[config.mk]
export PLATFORM = sky130hd
export DESIGN_NAME = wheel_encoder_speed_meter
export DESIGN_NICKNAME = d
export VERILOG_FILES = /design/src/rtl/wheel_encoder_speed_meter.sv
export SDC_FILE = /design/constraint.sdc
export NUM_CORES = 1
export LEC_CHECK = 0
export ABC_AREA = 1
export CAP_MARGIN = 20
export CORE_UTILIZATION = 60
export DETAILED_ROUTE_END_ITERATION = 12
export PLACE_DENSITY = 0.78
export SYNTH_ARGS = -nofsm -noshare
export SYNTH_HDL_FRONTEND = slang
export SYNTH_SLANG_ARGS = --single-unit
[constraint.sdc]
create_clock -name clk -period 4.6 [get_ports clk]
set_input_delay 0.92 -clock clk [delete_from_list [all_inputs] [get_ports clk]]
set_output_delay 0.92 -clock clk [all_outputs]
set_load 0.005 [all_outputs]
[src/rtl/wheel_encoder_speed_meter.sv]
// Dual quadrature encoder speed meter.
// Each wheel: 2-flop synchronizer, previous-state register, x4 Gray decode into
// a saturating signed 16-bit accumulator. A shared gate counter closes a
// window every GATE_CYCLES clocks and latches |acc| (clamped to 255) and sign.
module wheel_encoder_speed_meter #(
  parameter int GATE_CYCLES  = 1000000,
  parameter bit INVERT_RIGHT = 1'b0
) (
  input  logic       clk,
  input  logic       reset_p,
  input  logic       enc_left_a,
  input  logic       enc_left_b,
  input  logic       enc_right_a,
  input  logic       enc_right_b,
  input  logic       clr_err,
  output logic [7:0] out_left_speed,
  output logic [7:0] out_right_speed,
  output logic [3:0] out_direction,
  output logic       speed_valid,
  output logic [1:0] quad_error
);

  localparam int GW = $clog2(GATE_CYCLES);
  localparam logic [GW-1:0] GATE_LAST = GW'(GATE_CYCLES - 1);

  logic [GW-1:0]   gate_q, gate_d;
  logic [1:0]      prime_cnt_q, prime_cnt_d;
  logic            vld_q, vld_d;
  logic            primed, terminal;
  logic [1:0]      enc_a, enc_b;
  logic [1:0][7:0] spd;
  logic [1:0][1:0] dir;
  logic [1:0]      err;

  assign enc_a = {enc_right_a, enc_left_a};
  assign enc_b = {enc_right_b, enc_left_b};

  // Window timing and post-reset priming shared by both wheels.
  always_comb begin
    primed      = (prime_cnt_q == 2'd3);
    terminal    = (gate_q == GATE_LAST);
    prime_cnt_d = primed ? prime_cnt_q : prime_cnt_q + 2'd1;
    gate_d      = terminal ? '0 : gate_q + 1'b1;
    vld_d       = terminal;
  end

  // Shared state registers.
  always_ff @(posedge clk) begin
    if (reset_p) begin
      gate_q      <= '0;
      prime_cnt_q <= '0;
      vld_q       <= 1'b0;
    end else begin
      gate_q      <= gate_d;
      prime_cnt_q <= prime_cnt_d;
      vld_q       <= vld_d;
    end
  end

  genvar w;
  generate
    for (w = 0; w < 2; w++) begin : g_wheel
      localparam bit NEG = (w == 1) && INVERT_RIGHT;
      logic [1:0]  s1_q, s1_d, s2_q, s2_d, prev_q, prev_d;
      logic [15:0] acc_q, acc_d;
      logic [7:0]  spd_q, spd_d;
      logic [1:0]  dir_q, dir_d;
      logic        err_q, err_d;
      logic [1:0]  inc;
      logic        bad;
      logic [16:0] sum, mag;

      // Sync, x4 decode, saturating accumulate, and window latch for one wheel.
      always_comb begin
        s1_d   = {enc_a[w], enc_b[w]};
        s2_d   = s1_q;
        prev_d = s2_q;
        inc    = 2'b00;
        bad    = 1'b0;
        // Decode stays silent until the pipeline holds post-reset pin values.
        if (primed) begin
          case ({prev_q, s2_q})
            4'b0001, 4'b0111, 4'b1110, 4'b1000: inc = 2'b01;
            4'b0100, 4'b1101, 4'b1011, 4'b0010: inc = 2'b11;
            4'b0011, 4'b1100, 4'b0110, 4'b1001: bad = 1'b1;
            default: ;
          endcase
        end
        if (NEG) inc = 2'b00 - inc;
        sum = {acc_q[15], acc_q} + {{15{inc[1]}}, inc};
        // -32768 gives 32768 here, which clamps to 255 like any large value.
        mag = acc_q[15] ? 17'd0 - {1'b1, acc_q} : {1'b0, acc_q};
        spd_d = spd_q;
        dir_d = dir_q;
        if (terminal) begin
          // Restart with this cycle's increment so a terminal-cycle edge is kept.
          acc_d = {{14{inc[1]}}, inc};
          spd_d = (mag > 17'd255) ? 8'd255 : mag[7:0];
          if (acc_q == 16'd0)  dir_d = 2'b00;
          else if (acc_q[15])  dir_d = 2'b01;
          else                 dir_d = 2'b10;
        end else if (sum[16:15] == 2'b01) begin
          acc_d = 16'h7fff;
        end else if (sum[16:15] == 2'b10) begin
          acc_d = 16'h8000;
        end else begin
          acc_d = sum[15:0];
        end
        // A new error beats a simultaneous clear.
        err_d = (err_q & ~clr_err) | bad;
      end

      // Per-wheel registers.
      always_ff @(posedge clk) begin
        if (reset_p) begin
          s1_q   <= '0;
          s2_q   <= '0;
          prev_q <= '0;
          acc_q  <= '0;
          spd_q  <= '0;
          dir_q  <= '0;
          err_q  <= 1'b0;
        end else begin
          s1_q   <= s1_d;
          s2_q   <= s2_d;
          prev_q <= prev_d;
          acc_q  <= acc_d;
          spd_q  <= spd_d;
          dir_q  <= dir_d;
          err_q  <= err_d;
        end
      end

      assign spd[w] = spd_q;
      assign dir[w] = dir_q;
      assign err[w] = err_q;
    end
  endgenerate

  assign out_left_speed  = spd[0];
  assign out_right_speed = spd[1];
  assign out_direction   = {dir[1], dir[0]};
  assign speed_valid     = vld_q;
  assign quad_error      = err;

endmodule
# --- Word-level counts from Yosys, hierarchy flattened ---
# Cells that the tools add are included.
classes:
  reduce_logical: 9
  mux: 22
  n_addsub: 6
  n_eq_ne: 30
  bitwise_logic: 5
  n_lt_le_gt_ge: 2
ops:
  columns: ["cell", "count"]
  rows:
  - ["16-bit 2-to-1 mux", 6]
  - ["4-bit == test, second input constant", 12]
  - ["16-bit by 2-bit adder with 17-bit output", 2]
  - ["17-bit by 8-bit greater-than comparator with 1-bit output, second input constant", 2]
  - ["17-bit 2-to-1 mux", 2]
  - ["1-bit by 17-bit subtractor with 17-bit output, first input constant", 2]
  - ["16-bit zero test", 2]
  - ["4-bit by 3-bit == test with 1-bit output, second input constant", 6]
  - ["4-bit OR reduction", 6]
  - ["20-bit by 1-bit adder with 20-bit output, second input constant", 1]
  - ["20-bit == test, second input constant", 1]
  - ["4-bit by 2-bit == test with 1-bit output, second input constant", 4]
  - ["8-bit 2-to-1 mux", 2]
  - ["2-bit 2-to-1 mux", 6]
  - ["4-bit by 1-bit == test with 1-bit output, second input constant", 2]
  - ["2-bit one-hot mux with 2 select lines", 2]
  - ["2-bit == test, second input constant", 3]
  - ["2-bit by 1-bit == test with 1-bit output, second input constant", 2]
  - ["1-bit 2-to-1 mux", 4]
  - ["2-bit by 1-bit adder with 2-bit output, second input constant", 1]
  - ["1-bit bitwise AND", 2]
  - ["1-bit bitwise OR", 2]
  - ["2-bit OR reduction", 1]
  - ["1-bit NOT", 1]
totals:
  reg_bits: 89
  inputBits: 7
  output_inout_bits: 23

# --- Depth between registers and ports, before layout ---
depth:
  word_depth: 9
  ltp_mapped: 19
  depth_no_buf: 19

# --- Least setup slack after synthesis ---
# OpenSTA, ideal clock, no wires.
synth_path:
  kind: "register to register"
  startpoint: "register prime_cnt_q[0]"
  endpoint: "register g_wheel[1].acc_q[13]"
  slack_ns: 0.564
  t_arrival_ns: 3.916
  path_buffers: 1
  synth_period_minus_slack_ns: 4.036
  required_ns: 4.480
  stages_incl_launch_ff: 19
  path_cell_list: "dfxtp_1 -> ha_1 -> inv_1 -> nor4_1 -> inv_1 -> fa_1 -> inv_1 -> nand3_1 -> nand2_1 -> nand2_1 -> nand2_1 -> nand2_1 -> nand2_1 -> nand2_1 -> nand2_1 -> nand2_1 -> buf_4 -> nand3b_1 -> nand3_1"
synth_via:
  elab_chain_len: 7
  word_cells_on_any_way: 8
synth_rtl:
  columns: ["element", "line", "rtl"]
  rows:
  - ["start: declaration", "27", "logic [1:0] prime_cnt_q, prime_cnt_d;"]
  - ["start signal: assignment", "55", "prime_cnt_q <= prime_cnt_d;"]
  - ["2-bit == test *", "40", "primed = (prime_cnt_q == 2'd3);"]
  - ["2-bit 2-to-1 mux *", "81", "if (primed) begin"]
  - ["16-bit by 2-bit adder with 17-bit output", "90", "sum = {acc_q[15], acc_q} + {{15{inc[1]}}, inc};"]
  - ["2-bit == test", "104", "end else if (sum[16:15] == 2'b10) begin"]
  - ["16-bit 2-to-1 mux", "104", null]
  - ["16-bit 2-to-1 mux", "102", "end else if (sum[16:15] == 2'b01) begin"]
  - ["16-bit 2-to-1 mux *", "95", "if (terminal) begin"]
  - ["end signal: assignment", "119", "acc_q <= '0;"]
  - ["end signal: assignment", "127", "acc_q <= acc_d;"]
  - ["end: declaration", "65", "logic [15:0] acc_q, acc_d;"]
# Mark *: on every way between the ends. The rest lies on a longest branch, timed or not.
# A chain may end at the register's enable or synchronous reset.

# --- Worst setup path after layout ---
layout_path:
  startpoint: "register prime_cnt_q[0]"
  endpoint: "register g_wheel[0].acc_q[9]"
layout_via:
  elab_chain_len: 7
  word_cells_on_any_way: 8
layout_rtl:
  columns: ["element", "line"]
  rows:
  - ["2-bit == test *", "40"]
  - ["2-bit 2-to-1 mux *", "81"]
  - ["16-bit by 2-bit adder with 17-bit output", "90"]
  - ["2-bit == test", "104"]
  - ["16-bit 2-to-1 mux", "104"]
  - ["16-bit 2-to-1 mux", "102"]
  - ["16-bit 2-to-1 mux *", "95"]
  - ["end signal: assignment", "119"]
  - ["end signal: assignment", "127"]
  - ["end: declaration", "65"]
# Marks and branches as above.

==> impl_metrics.env <==
export IMPL_synth_xor_area_share_pct=5.75
export IMPL_clock_sinks=89
export IMPL_io_buffers=29
export IMPL_pwr_share_comb_pct=23.7
export IMPL_vias=5934
export IMPL_ys_seq_area_share_pct=28.6
export IMPL_holdWs_ns=0.407
export IMPL_p_per_area_nw_per_um2=285
export IMPL_numCtsBuffers=9
export IMPL_hold_path_class="register to register"
export IMPL_cts_hold_buffers=0
export IMPL_setup_viol=0
export IMPL_start_util_pct=63.0
export IMPL_min_period_over_period_pct=74.4
export IMPL_place_gp_congestion=0.952
export IMPL_grt_pass1_wl_um=24400
export IMPL_cap_viol_max_count=0
export IMPL_grt_max_degree=29
export IMPL_fp_dieH_um=104
export IMPL_ir_worst_vdd_mv=0.149
export IMPL_switching_share_pct=33.7
export IMPL_overflow=0
export IMPL_final_util_pct=69.1
export IMPL_fp_dieW_um=104
export IMPL_synth_distinct_cells=40
export IMPL_seq_power_share_pct=43.4
export IMPL_first_pass_iters=5
export IMPL_multi_input_area_um2=3860
export IMPL_clock_latency_ns=0.38
export IMPL_ys_warn_count=0
export IMPL_core_area_um2=9910
export IMPL_status="completed"
export IMPL_drt_iter0_markers=365
export IMPL_cts_tree="yes"
export IMPL_io_pins=30
export IMPL_seqCellArea_um2=1780
export IMPL_rsz0062_at_grt="no"
export IMPL_ys_ff_latch=89
export IMPL_p_total_w=0.00195
export IMPL_routedWlPerCell_um=12.5
export IMPL_cts_root_buf="clkbuf_8"
export IMPL_synth_adder_area_share_pct=7.86
export IMPL_hpwl_um=10800
export IMPL_fin_tns_setup_ns=0
export IMPL_antennaDiodeCount=0
export IMPL_fmax_mhz=292
export IMPL_synthMuxAreaShare_pct=0
export IMPL_yosys_area_share_simple_pct=39.7
export IMPL_antenna_left=0
export IMPL_layout_nets=1044
export IMPL_grtUsageTotal_pct=27.4
export IMPL_route_detailed_drc=0
export IMPL_worstPathMaxFanout=18
export IMPL_syn_nets=1022
export IMPL_synth_compound_area_share_pct=8.34
export IMPL_critPathArrivalTime_ns=3.73
export IMPL_syn_inst=977
export IMPL_internal_power_w=0.00129
export IMPL_p_sw_w=0.000658
export IMPL_path_clk_slew_ns=0.10
export IMPL_clkPwrFrac_pct=32.9
export IMPL_tightestPinTransition_ns=1.04
export IMPL_end_kind="register"
export IMPL_relSlewSlack_pct=30.5
export IMPL_hold_violations=0
export IMPL_synth_avg_cell_area_um2=6.39
export IMPL_ys_flop_type="dfxtp_1"
export IMPL_clockBufferDepth=2
export IMPL_slew_viol_final=0
export IMPL_detail_route_vias_per_cell=5.22
export IMPL_row_count=36
export IMPL_finalCriticalPeriod_ns=3.42
export IMPL_cts_resized=0
export IMPL_die_area_um2=10800
export IMPL_wirelength_um=14200
export IMPL_grt_pass1_vias=5384
export IMPL_post_cts_setup_buffers=0
export IMPL_layout_cells_non_filler=1137
export IMPL_setup_worst_path_start_class="register"
export IMPL_async_flop_share_pct=0
export IMPL_synth_area_um2=6240
export IMPL_worst_ep_required_time_ns=4.91
export IMPL_cts_htree_levels=3
export IMPL_drive_gt1_share_pct=3.98
export IMPL_p_leak_nw=3.57
export IMPL_synth_edf_count=0
export IMPL_crit_type="register to register"
export IMPL_dp_cells=1121
export IMPL_finClkSkew_ns=0.0105
export IMPL_area_growth_pct=9.77
export IMPL_synth_top_family_by_area="simple AND/OR/NAND/NOR gates"
export IMPL_antenna_found_initial=0
export IMPL_nFillCells=944
flip-flops by register name (all words and copies together), names as in the netlist:
| register | flops |
|---|---|
| g_wheel.prev_q | 4 |
| gate_q | 20 |
| prime_cnt_q | 2 |
| speed_valid | 1 |
| out_right_speed | 8 |
| g_wheel.s1_q | 4 |
| g_wheel.acc_q | 32 |
| g_wheel.dir_q | 4 |
| g_wheel.prev_d | 4 |
| g_wheel.err_q | 2 |
| out_left_speed | 8 |
cell type report:
type                    instances  area share (%)
multi-input cells             737            56.4
repair buffers                 33            4.68
well taps                     133            2.43
clock inverters                 7            1.61
clock buffers                   9            1.81
inverters                     129            7.07
flip-flops and latches         89            26.0
kinds of logic (layout without fill, tap and decap cells):
logic type                 after synthesis  after routing
DFF                                     89             89
and+or+nand+nor                        565            565
xor gates and xnor gates                41             41
AOI/OAI and AO/OA                       93             93
adders and majority gates               38             38
buffers and inverters                  151            178
metrics by stage:
stage	setup WS, ns	area, um2
2_1_floorplan	0.564	6240
3_3_place_gp	1.30	6620
3_5_place_dp	1.23	6620
4_1_cts	1.20	6850
5_1_grt	0.842	6850
6_report	1.18	6850
cell usage in the layout (no fill, tap or decap), drive strengths merged, types with 2 or more instances in the layout:
master / count
dfxtp: 89
nand3: 119
xnor2: 9
nand2: 295
nor2: 92
buf: 4
nand4: 15
xor2: 32
a21oi: 43
or2: 3
ha: 36
nand3b: 10
a22o: 2
and2: 5
a21o: 3
o21ai: 29
inv: 132
bufinv: 2
o21bai: 9
clkdlybuf4s50: 29
clkbuf: 9
nor4: 5
fa: 2
nor3: 20
a21boi: 3
critical path, cell delays in order, from the launching register on:
cell and delay [ns]:
dfxtp_1 0.36, ha_1 0.28, inv_1 0.16, nor4_4 0.30
buf_4 0.28, inv_1 0.09, fa_1 0.46, o21ai_1 0.28
nand2_1 0.11, nand2_1 0.12, nand2_1 0.12, nand2_1 0.10
nand2_1 0.05, nand2_1 0.13, nand3_1 0.32, nand3_1 0.20
power by group through the flow:
| stage | Clock (W) | Combinational (W) | Sequential, W |
|---|---|---|---|
| finish | 0.000642 | 0.000462 | 0.000848 |
| detailed placement | 0 | 0.000455 | 0.000866 |
| CTS | 0.000649 | 0.000461 | 0.000847 |
| global placement | 0 | 0.000453 | 0.000864 |
| floorplan | 0 | 0.000373 | 0.000849 |
| global route | 0.000679 | 0.000534 | 0.000854 |
worst paths after layout:
path | from | to | slack [ns] | depth (start not counted)
setup / recovery | prime_cnt_q[0] | g_wheel[0].acc_q[9] | 1.18 | 15
hold / removal | g_wheel[1].s1_q[0] | g_wheel[1].prev_d[0] | 0.41 | 2
hold reg to reg | g_wheel[1].s1_q[0] | g_wheel[1].prev_d[0] | 0.41 | 2
setup reg to reg | prime_cnt_q[0] | g_wheel[0].acc_q[9] | 1.18 | 15
synth_stat cells (2+ instances only):
| library cell | count | share of area [%] |
|---|---|---|
| nor2_2 | 2 | 0.20 |
| buf_2 | 5 | 0.40 |
| a21o_1 | 3 | 0.36 |
| a21boi_0 | 3 | 0.36 |
| nand3b_1 | 10 | 1.2 |
| nand2_1 | 289 | 17 |
| and2_1 | 5 | 0.50 |
| nand3_1 | 119 | 9.5 |
| o21ai_1 | 2 | 0.16 |
| nor4_1 | 2 | 0.20 |
| nand2_2 | 5 | 0.50 |
| inv_1 | 125 | 7.5 |
| xnor2_1 | 9 | 1.3 |
| buf_1 | 2 | 0.12 |
| or2_2 | 2 | 0.20 |
| buf_4 | 4 | 0.48 |
| nand4_1 | 15 | 1.5 |
| inv_2 | 4 | 0.24 |
| a21oi_1 | 43 | 3.4 |
| clkbuf_1 | 8 | 0.48 |
| buf_6 | 3 | 0.54 |
| fa_1 | 2 | 0.64 |
| a22o_1 | 2 | 0.28 |
| o21ai_0 | 27 | 2.2 |
| nor3_1 | 20 | 1.6 |
| nor4_2 | 2 | 0.40 |
| o21bai_1 | 9 | 1.1 |
| ha_1 | 36 | 7.2 |
| dfxtp_1 | 89 | 29 |
| nor2_1 | 89 | 5.4 |
| xor2_1 | 32 | 4.5 |
metal layers:
metal | vias up | share of wire (%) | routed length, um | global-route usage [%]
met5 | - | 0 | 0 | 0
li1 | 3182 | - | - | -
met1 | 2629 | 51 | 7230 | 38.5
met2 | 110 | 44 | 6250 | 44.2
met4 | 0 | 0.96 | 136 | 7.96
met3 | 13 | 4.0 | 572 | 3.01
(Power assumes the default switching activity.)
